==> src/rtl/scanner_link_tx_if.sv <==
// Scanner-to-transfer-center link: sample capture inputs, flow control and serial frame outputs.
// The slave modport is the transmitter; the master modport is whoever drives it.
interface scanner_link_tx_if;
    logic [1:0] localScannerIn;
    logic       sampleValid;
    logic [7:0] sampleData;
    logic       readyForTransferIn;
    logic       dataOut;
    logic       frameStart;
    logic [3:0] level;
    logic       overflow;
    logic       transferActive;

    modport master (
        output localScannerIn, sampleValid, sampleData, readyForTransferIn,
        input  dataOut, frameStart, level, overflow, transferActive
    );

    modport slave (
        input  localScannerIn, sampleValid, sampleData, readyForTransferIn,
        output dataOut, frameStart, level, overflow, transferActive
    );
endinterface

==> src/rtl/scanner_link_tx.sv <==
// Scanner sample FIFO plus 8-bit MSB-first serial framer (status codes, header + data pairs).
// One-cycle registered output; samples dropped (sticky overflow) when full. SCANNER_ASCII_EN selects ASCII framing.
module scanner_link_tx #(
    parameter int DEPTH = 10
) (
    input  logic             clk,
    input  logic             rst,
    scanner_link_tx_if.slave link
);

    localparam logic [3:0] T50 = 4'(DEPTH * 5 / 10);
    localparam logic [3:0] T80 = 4'(DEPTH * 8 / 10);
    localparam logic [3:0] T90 = 4'(DEPTH * 9 / 10);
    localparam logic [3:0] TF  = 4'(DEPTH);

`ifdef SCANNER_ASCII_EN
    localparam logic [7:0] HDR   = 8'd8;
    localparam logic [7:0] DMASK = 8'h7F;
`else
    localparam logic [7:0] HDR   = 8'd7;
    localparam logic [7:0] DMASK = 8'hFF;
`endif

    logic [7:0] mem [DEPTH];
    logic [3:0] wrPtr, rdPtr, count, nextCount;
    logic [3:0] flags, flagSet, flagClr;
    logic [2:0] bitCnt;
    logic [7:0] shReg, frame;
    logic       scanning, dataPending, active, ovf, dataQ, startQ;
    logic       full, empty, push, pop, arm;

    assign full  = (count == TF);
    assign empty = (count == 4'd0);
    assign push  = link.sampleValid && scanning && !full;

    // Frame choice only matters on a boundary; the chosen byte is loaded whole into the shifter.
    always_comb begin
        frame   = 8'd0;
        pop     = 1'b0;
        arm     = 1'b0;
        flagClr = 4'b0000;
        if (bitCnt == 3'd0) begin
            if (dataPending) begin
                pop   = 1'b1;
                frame = mem[rdPtr] & DMASK;
            end else if (flags[0]) begin
                frame   = 8'd1;
                flagClr = 4'b0001;
            end else if (flags[1]) begin
                frame   = 8'd2;
                flagClr = 4'b0010;
            end else if (flags[2]) begin
                frame   = 8'd3;
                flagClr = 4'b0100;
            end else if (flags[3]) begin
                frame   = 8'd4;
                flagClr = 4'b1000;
            end else if (active && link.readyForTransferIn && !empty) begin
                frame = HDR;
                arm   = 1'b1;
            end
        end
    end

    // Only a net push (no simultaneous pop) counts as a threshold crossing.
    always_comb begin
        nextCount = count;
        flagSet   = 4'b0000;
        if (push && !pop) begin
            nextCount = count + 4'd1;
            flagSet   = {nextCount == TF, nextCount == T90, nextCount == T80, nextCount == T50};
        end else if (pop && !push) begin
            nextCount = count - 4'd1;
        end
    end

    always_ff @(posedge clk) begin
        if (push) mem[wrPtr] <= link.sampleData;
    end

    always_ff @(posedge clk) begin
        if (rst) begin
            bitCnt      <= 3'd0;
            shReg       <= 8'd0;
            dataQ       <= 1'b0;
            startQ      <= 1'b0;
            count       <= 4'd0;
            wrPtr       <= 4'd0;
            rdPtr       <= 4'd0;
            flags       <= 4'b0000;
            dataPending <= 1'b0;
            scanning    <= 1'b0;
            ovf         <= 1'b0;
            active      <= 1'b0;
        end else begin
            bitCnt <= bitCnt + 3'd1;
            if (bitCnt == 3'd0) begin
                dataQ  <= frame[7];
                shReg  <= {frame[6:0], 1'b0};
                startQ <= 1'b1;
            end else begin
                dataQ  <= shReg[7];
                shReg  <= {shReg[6:0], 1'b0};
                startQ <= 1'b0;
            end

            count <= nextCount;
            if (push) wrPtr <= (wrPtr == TF - 4'd1) ? 4'd0 : wrPtr + 4'd1;
            if (pop)  rdPtr <= (rdPtr == TF - 4'd1) ? 4'd0 : rdPtr + 4'd1;
            flags <= (flags & ~flagClr) | flagSet;

            if (arm)      dataPending <= 1'b1;
            else if (pop) dataPending <= 1'b0;

            if (link.localScannerIn == 2'b01)      scanning <= 1'b1;
            else if (link.localScannerIn == 2'b10) scanning <= 1'b0;

            if (link.sampleValid && scanning && full) ovf <= 1'b1;

            // A start request in the same cycle as the end condition wins.
            if (empty && !dataPending) active <= 1'b0;
            if (link.localScannerIn == 2'b10 || (full && link.readyForTransferIn)) active <= 1'b1;
        end
    end

    assign link.dataOut        = dataQ;
    assign link.frameStart     = startQ;
    assign link.level          = count;
    assign link.overflow       = ovf;
    assign link.transferActive = active;

endmodule

==> src/flat_wrapper.sv <==
// flat-port wrapper written by rule: the top's interface ports become plain ports
module scanner_link_tx_flat 
#(
    parameter int DEPTH = 10
)
  (clk, rst, link_localScannerIn, link_sampleValid, link_sampleData, link_readyForTransferIn, link_dataOut, link_frameStart, link_level, link_overflow, link_transferActive);
  scanner_link_tx_if link_i ();
  input  logic clk;
  input  logic rst;
  input wire logic [$bits(link_i.localScannerIn)-1:0] link_localScannerIn;
  input wire logic [$bits(link_i.sampleValid)-1:0] link_sampleValid;
  input wire logic [$bits(link_i.sampleData)-1:0] link_sampleData;
  input wire logic [$bits(link_i.readyForTransferIn)-1:0] link_readyForTransferIn;
  output wire logic [$bits(link_i.dataOut)-1:0] link_dataOut;
  output wire logic [$bits(link_i.frameStart)-1:0] link_frameStart;
  output wire logic [$bits(link_i.level)-1:0] link_level;
  output wire logic [$bits(link_i.overflow)-1:0] link_overflow;
  output wire logic [$bits(link_i.transferActive)-1:0] link_transferActive;
  assign link_i.localScannerIn = link_localScannerIn;
  assign link_i.sampleValid = link_sampleValid;
  assign link_i.sampleData = link_sampleData;
  assign link_i.readyForTransferIn = link_readyForTransferIn;
  assign link_dataOut = link_i.dataOut;
  assign link_frameStart = link_i.frameStart;
  assign link_level = link_i.level;
  assign link_overflow = link_i.overflow;
  assign link_transferActive = link_i.transferActive;
  scanner_link_tx #(.DEPTH(DEPTH)) u_core (.clk(clk), .rst(rst), .link(link_i));
endmodule
==> config.mk <==
export PLATFORM = sky130hd
export DESIGN_NAME = scanner_link_tx_flat
export DESIGN_NICKNAME = d
export VERILOG_FILES = /design/src/rtl/scanner_link_tx_if.sv /design/src/rtl/scanner_link_tx.sv /design/src/flat_wrapper.sv
export SDC_FILE = /design/constraint.sdc
export NUM_CORES = 1
export LEC_CHECK = 0
export BUFFER_PORTS_ARGS = -buffer_cell sky130_fd_sc_hd__buf_2
export CORE_MARGIN = 2
export CORE_UTILIZATION = 50
export DETAILED_ROUTE_END_ITERATION = 6
export PLACE_DENSITY = 0.77
export SLEW_MARGIN = 20
export SYNTH_ARGS = -nofsm -noshare
export SYNTH_HDL_FRONTEND = slang
export SYNTH_SLANG_ARGS = --single-unit
==> constraint.sdc <==
create_clock -name clk -period 6.35 [get_ports clk]
set_clock_uncertainty 0.05 [all_clocks]
set_input_delay 0.9525 -clock clk [delete_from_list [all_inputs] [get_ports clk]]
set_output_delay 0.9525 -clock clk [all_outputs]
set_load 0.05 [all_outputs]
==> impl_metrics.ini, run 1 <==
[setup_path]
r2r_end = u_core.mem[0][2]
cp-startpoint = u_core.link.level[0]
path_max_fanout = 10
worstPathRequired_ps = 6440
end_kind = flop
startpoint_type = flop
worstReg2RegStart = u_core.link.level[0]
rrSetupSlack_ps = 3650
critPathKind = flop to flop
crit_arrival_ps = 2790
rr_worst_depth = 5

[cts]
clkTransAtPathRegs_ps = 60
cts_resized = 0
root_buffer = clkbuf_8
hold_buffers = 0
clock-sinks = 116
cts_buffers = 17
cts_tree = done
postCtsSetupBuffers = 0
worstSkewPairLatency_ps = 520
cts_htree_levels = 4
clk_path_buf_depth = 2

[worst_hold_path]
hp-class = flop to flop
worstHoldStart = u_core.bitCnt[0]
holdPathStages = 1
min_to = u_core.bitCnt[0]

[global_route]
grt_pass1_wl_um = 14200
grt_pass1_vias = 2783
grt_max_degree = 33
grtUsageTotal = 0.190
grt_antenna_before_repair = 0
grt_overflow = 0

[routing]
drt_wl_total_um = 8800
drt-initial-drc-count = 158
wire_per_inst_um = 18.8
avgViaCountPerCell = 5.88
antenna_left = 0
dr.pass1.iters = 4
via_count = 2756
drcViolationCount = 0

[sta]
rsz0062_at_grt = no
period_share = 0.425
slew_headroom = 0.308
finalHoldViolCount = 0
hold_ws_ps = 392
period_needed_ps = 2700
worst_pin_slew_ps = 1040
tns_ps = 0
finalSetupViolations = 0
finalMaxSlewViolations = 0
fmax_mhz = 371
fin_ws_ps = 3650

[placed_design]
post_dp_cell_area_mm2 = 0.00492
place_inst = 437
gp_congestion = 0.802
io_buffer_count = 21
dpl.hpwl_um = 5730
place_ws_ps = 3210

[logic_synthesis]
synth.largest_area_cell = edfxtp_1
synth_edf_count = 80
synth_nets = 342
synth_flop_cell = edfxtp_1
synth_commonest_cells = edfxtp_1, dfxtp_1, nor2_1
ys_async_sr_fraction = 0
synth.avg_cell_area_um2 = 14.8
synth_cells = 318
ys.warnings.count = 0
synth_top_area_share = 0.509
ys_seq_area_frac = 0.662
synth-seq-cells = 116
ys_top_cells_by_area = edfxtp_1, dfxtp_1, mux4_2
synth.distinct_cells = 46
yosysMostFrequentCell = edfxtp_1
syn_area_mm2 = 0.00472

[floorplanning]
die_h_um = 101
dieArea_mm2 = 0.0102
fp.coreArea_mm2 = 0.00920
die_x_um = 101
start_util = 0.513
row_count = 35
ios = 22

[cells_and_area]
drive_gt1_frac = 0.215
final_nets = 369
area_growth_pct = 16.3
antenna_cells = 0
final_cells = 469
final_util = 0.597
fin_area_mm2 = 0.00549

[flow_run]
drv_cap = 0

[power]
power.total_mw = 1.73
power_density_mw_per_mm2 = 316
p_leak_nw = 1.87
ir_worst_vdd_mv = 0.177

[run_status]
status = complete, no violations
[final cells by class]
class	instances	area, um^2
Clock buffer	17	414
Clock inverter	15	135
Fill cell	683	3710
Inverter	11	41.3
Multi-Input combinational cell	176	1520
Sequential cell	116	3120
Tap cell	111	139
Timing Repair Buffer	23	120
[placed cells by master, fill, tap and decap left out, types with 4 or more instances in the layout]
| cell | n |
|---|---|
| dfxtp_1 | 36 |
| nor2_1 | 27 |
| clkinv_4 | 6 |
| o211ai_1 | 4 |
| xor2_1 | 5 |
| a22oi_1 | 6 |
| o21ai_0 | 10 |
| clkbuf_16 | 16 |
| edfxtp_1 | 80 |
| inv_1 | 10 |
| nor3_2 | 4 |
| ha_1 | 10 |
| nand2_1 | 11 |
| nor3b_1 | 4 |
| mux2i_1 | 8 |
| nand2b_1 | 4 |
| nor2b_1 | 5 |
| mux4_2 | 13 |
| buf_2 | 21 |
| a21oi_1 | 17 |
| mux4_1 | 7 |
[cells by family (layout without fill, tap and decap cells)]
group	Yosys count	in the layout	synth area share
xor+xnor	8	8	0.0148
mux	30	30	0.123
buf+inv	26	66	0.0239
fa+ha+maj	10	10	0.0265
flops	116	116	0.662
compound gates	46	46	0.0589
simple gates	82	82	0.0915
[state kept, by name, indices dropped and copies added, names as in the netlist, named ones only]
signal / flops
u_core.dataPending: 1
u_core.flags: 4
u_core.link.level: 4
u_core.link.overflow: 1
u_core.bitCnt: 3
u_core.mem: 80
u_core.shReg: 7
u_core.link.frameStart: 1
u_core.scanning: 1
u_core.wrPtr: 4
u_core.link.transferActive: 1
u_core.link.dataOut: 1
u_core.rdPtr: 4
[worst max-delay path, cell delays in order (launching register included)]
cell and delay [ps]:
dfxtp_1 510, inv_1 110, ha_1 220, and3b_1 220, nor3b_1 370, nor4b_2 830
[report_power, final]
part / internal (mW) / total (mW) / switching [mW] / leakage [nW]
Clock: 0.519 / 0.858 / 0.340 / 0.260
Combinational: 0.0180 / 0.0562 / 0.0382 / 0.600
Sequential: 0.814 / 0.820 / 0.00598 / 1.01
[metal layers]
metal	up-vias	part of all wire	global-route usage
li1	1275	-	-
met1	1381	0.43	0.242
met2	85	0.50	0.311
met3	15	0.053	0.0545
met4	0	0.015	0.0759
met5	-	0	0
[worst max-delay path by stage]
| stage | end | slack (ps) | depth (start not counted) |
|---|---|---|---|
| after floorplan | u_core.mem[0][0] | 3410 | 5 |
| after global placement | u_core.mem[2][1] | 3330 | 5 |
| after detailed placement | u_core.mem[2][1] | 3210 | 5 |
| after CTS | u_core.mem[2][3] | 3310 | 6 |
| after global routing | u_core.mem[0][0] | 3440 | 5 |
| final | u_core.mem[0][2] | 3650 | 5 |
Power figures use the tool's default switching activity.
==> run 2, diff against run 1 <==
--- a/config.mk
+++ b/config.mk
@@ -9,7 +9,7 @@
 export CORE_MARGIN = 2
 export CORE_UTILIZATION = 50
 export DETAILED_ROUTE_END_ITERATION = 6
-export PLACE_DENSITY = 0.77
+export PLACE_DENSITY = 0.8
 export SLEW_MARGIN = 20
 export SYNTH_ARGS = -nofsm -noshare
 export SYNTH_HDL_FRONTEND = slang
==> constraint.sdc (replaced) <==
create_clock -name clk -period 2.2 [get_ports clk]
set_clock_uncertainty 0.05 [all_clocks]
set_input_delay 0.33 -clock clk [delete_from_list [all_inputs] [get_ports clk]]
set_output_delay 0.33 -clock clk [all_outputs]
set_load 0.05 [all_outputs]
==> run 2 against run 1 <==
Net effect: cell count is 4.5% higher; register-to-register slack worse by 3500 ps; fmax is 31% higher; sequential cell count stayed put; highest routed layer unchanged; via count is 2.6% higher.
==> impl_metrics.ini, run 2 (synthesis results as in run 1) <==
[sta]
finalSetupViolations = 0
hold_ws_ps = 51.8
period_needed_ps = 2070
fin_ws_ps = 135
finalHoldViolCount = 0
finalMaxSlewViolations = 0
slew_headroom = 0.616
fmax_mhz = 484
period_share = 0.939
worst_pin_slew_ps = 575

[global_route]
grt_overflow = 0
grt_max_degree = 33
grt_antenna_before_repair = 0
grt_pass1_vias = 2879
grt_pass1_wl_um = 15500
grtUsageTotal = 0.210

[power]
p_leak_nw = 2.01
p_sw_mw = 1.19
p_comb_frac = 0.032
p_seq_frac = 0.451
swShare = 0.228
power_density_mw_per_mm2 = 912
ir_worst_vdd_mv = 0.742
clock_power_share = 0.517
p_int_mw = 4.05

[routing]
dr.pass1.iters = 4
drcViolationCount = 0
via_count = 2827
wire_per_inst_um = 19.5
avgViaCountPerCell = 5.77
drt_wl_total_um = 9550
drt-initial-drc-count = 154
antenna_left = 0

[worst_hold_path]
hp-class = input pin to flop

[placed_design]
dpl.hpwl_um = 5820
place_ws_ps = 93.3
place_inst = 454
gp_congestion = 0.806
io_buffer_count = 21

[cells_and_area]
drive_gt1_frac = 0.282
final_common_cell = edfxtp_1
seq_area_mm2 = 0.00313
final_cells = 490
reg_top3 = u_core.mem (80), u_core.shReg (7)
largest_reg_flops = 80
multi_input_area_mm2 = 0.00154
most-common-layout-cells = edfxtp_1, dfxtp_1, nor2_1
fillCellCount = 657
largest_register = u_core.mem
final_nets = 390
antenna_cells = 0
area_growth_pct = 21.7

[cts]
root_buffer = clkbuf_8
clkTransAtPathRegs_ps = 60
cts_buffers = 17
clk_path_buf_depth = 2
hold_buffers = 0
cts_tree = done
cts_htree_levels = 4
worstSkewPairLatency_ps = 530
clock-sinks = 116

[floorplanning]
fp.coreArea_mm2 = 0.00920
start_util = 0.513
die_x_um = 101
ios = 22
die_h_um = 101
row_count = 35
dieArea_mm2 = 0.0102

[setup_path]
critPathKind = flop to flop
worstPathRequired_ps = 2540
r2r_end = u_core.link.level[3]
worstReg2RegStart = u_core.link.level[0]
cp-startpoint = u_core.link.level[0]
startpoint_type = flop
rr_worst_depth = 10
crit_arrival_ps = 2400
end_kind = flop
setup.worst_path.end = u_core.link.level[3]
path_max_fanout = 10
rrSetupSlack_ps = 130

[run_status]
status = complete, no violations

[flow_run]
drv_cap = 0
[run 2: cell types whose count changed in the layout (fill, tap and decap cells not counted), moves of 3 or more]
cell	change
buf_4	+18
dfxtp_1	-4
inv_6	+4
clkinv_4	-3
[run 2: area by class of cell]
type,count,share of cell area
multi-input cells,176,0.268
clock inverters,15,0.0296
flip-flops and latches,116,0.546
inverters,11,0.00719
well taps,111,0.0242
clock buffers,17,0.0721
repair buffers,44,0.0534
[run 2: worst min path at each step]
stage	end	slack [ps]	depth (start not counted)	start
global route	u_core.mem[5][6]	50	1	link_sampleData[6]
finish	u_core.mem[2][6]	50	1	link_sampleData[6]
floorplan	u_core.bitCnt[1]	350	1	rst
global placement	u_core.bitCnt[0]	360	1	u_core.bitCnt[0]
detailed placement	u_core.bitCnt[0]	370	1	u_core.bitCnt[0]
CTS	u_core.mem[7][4]	40	1	link_sampleData[4]
[run 2: worst max-delay path, cell delays in order (launching register included)]
cell	delay (ps)
dfxtp_4	380
inv_1	80
ha_1	160
nand3b_1	130
nand2_2	120
inv_1	50
ha_1	190
or4_1	440
a21oi_2	170
xnor2_1	120
nor2_1	50
[run 2: what timing repair did]
item,in CTS,in global routing
gates resized for setup,0,2
endpoints found under the hold margin,0,0
endpoints found under the setup margin,0,3
setup buffers,0,4
[run 2: metal layers]
metal | track usage | share of wire
met1 | 0.267 | 0.43
met2 | 0.337 | 0.51
met3 | 0.0718 | 0.048
met4 | 0.0790 | 0.012
met5 | 0 | 0
[run 2: per-stage QoR]
step                power [mW]  instance area (um^2)  setup TNS (ps)   util
global route              5.41                  5740           -6.69  0.624
detailed placement        2.57                  5120               0  0.557
floorplan                 2.51                  4780               0      -
CTS                       5.28                  5710               0  0.620
global placement          2.56                  5120               0  0.557
finish                    5.24                  5740               0  0.624
[run 2: power by group through the flow]
stage               sequential, mW  combinational, mW  clock (mW)
finish                        2.36              0.168        2.71
floorplan                     2.43             0.0858           0
global route                  2.36              0.187        2.86
CTS                           2.36              0.165        2.75
detailed placement            2.41              0.163           0
global placement              2.41              0.156           0
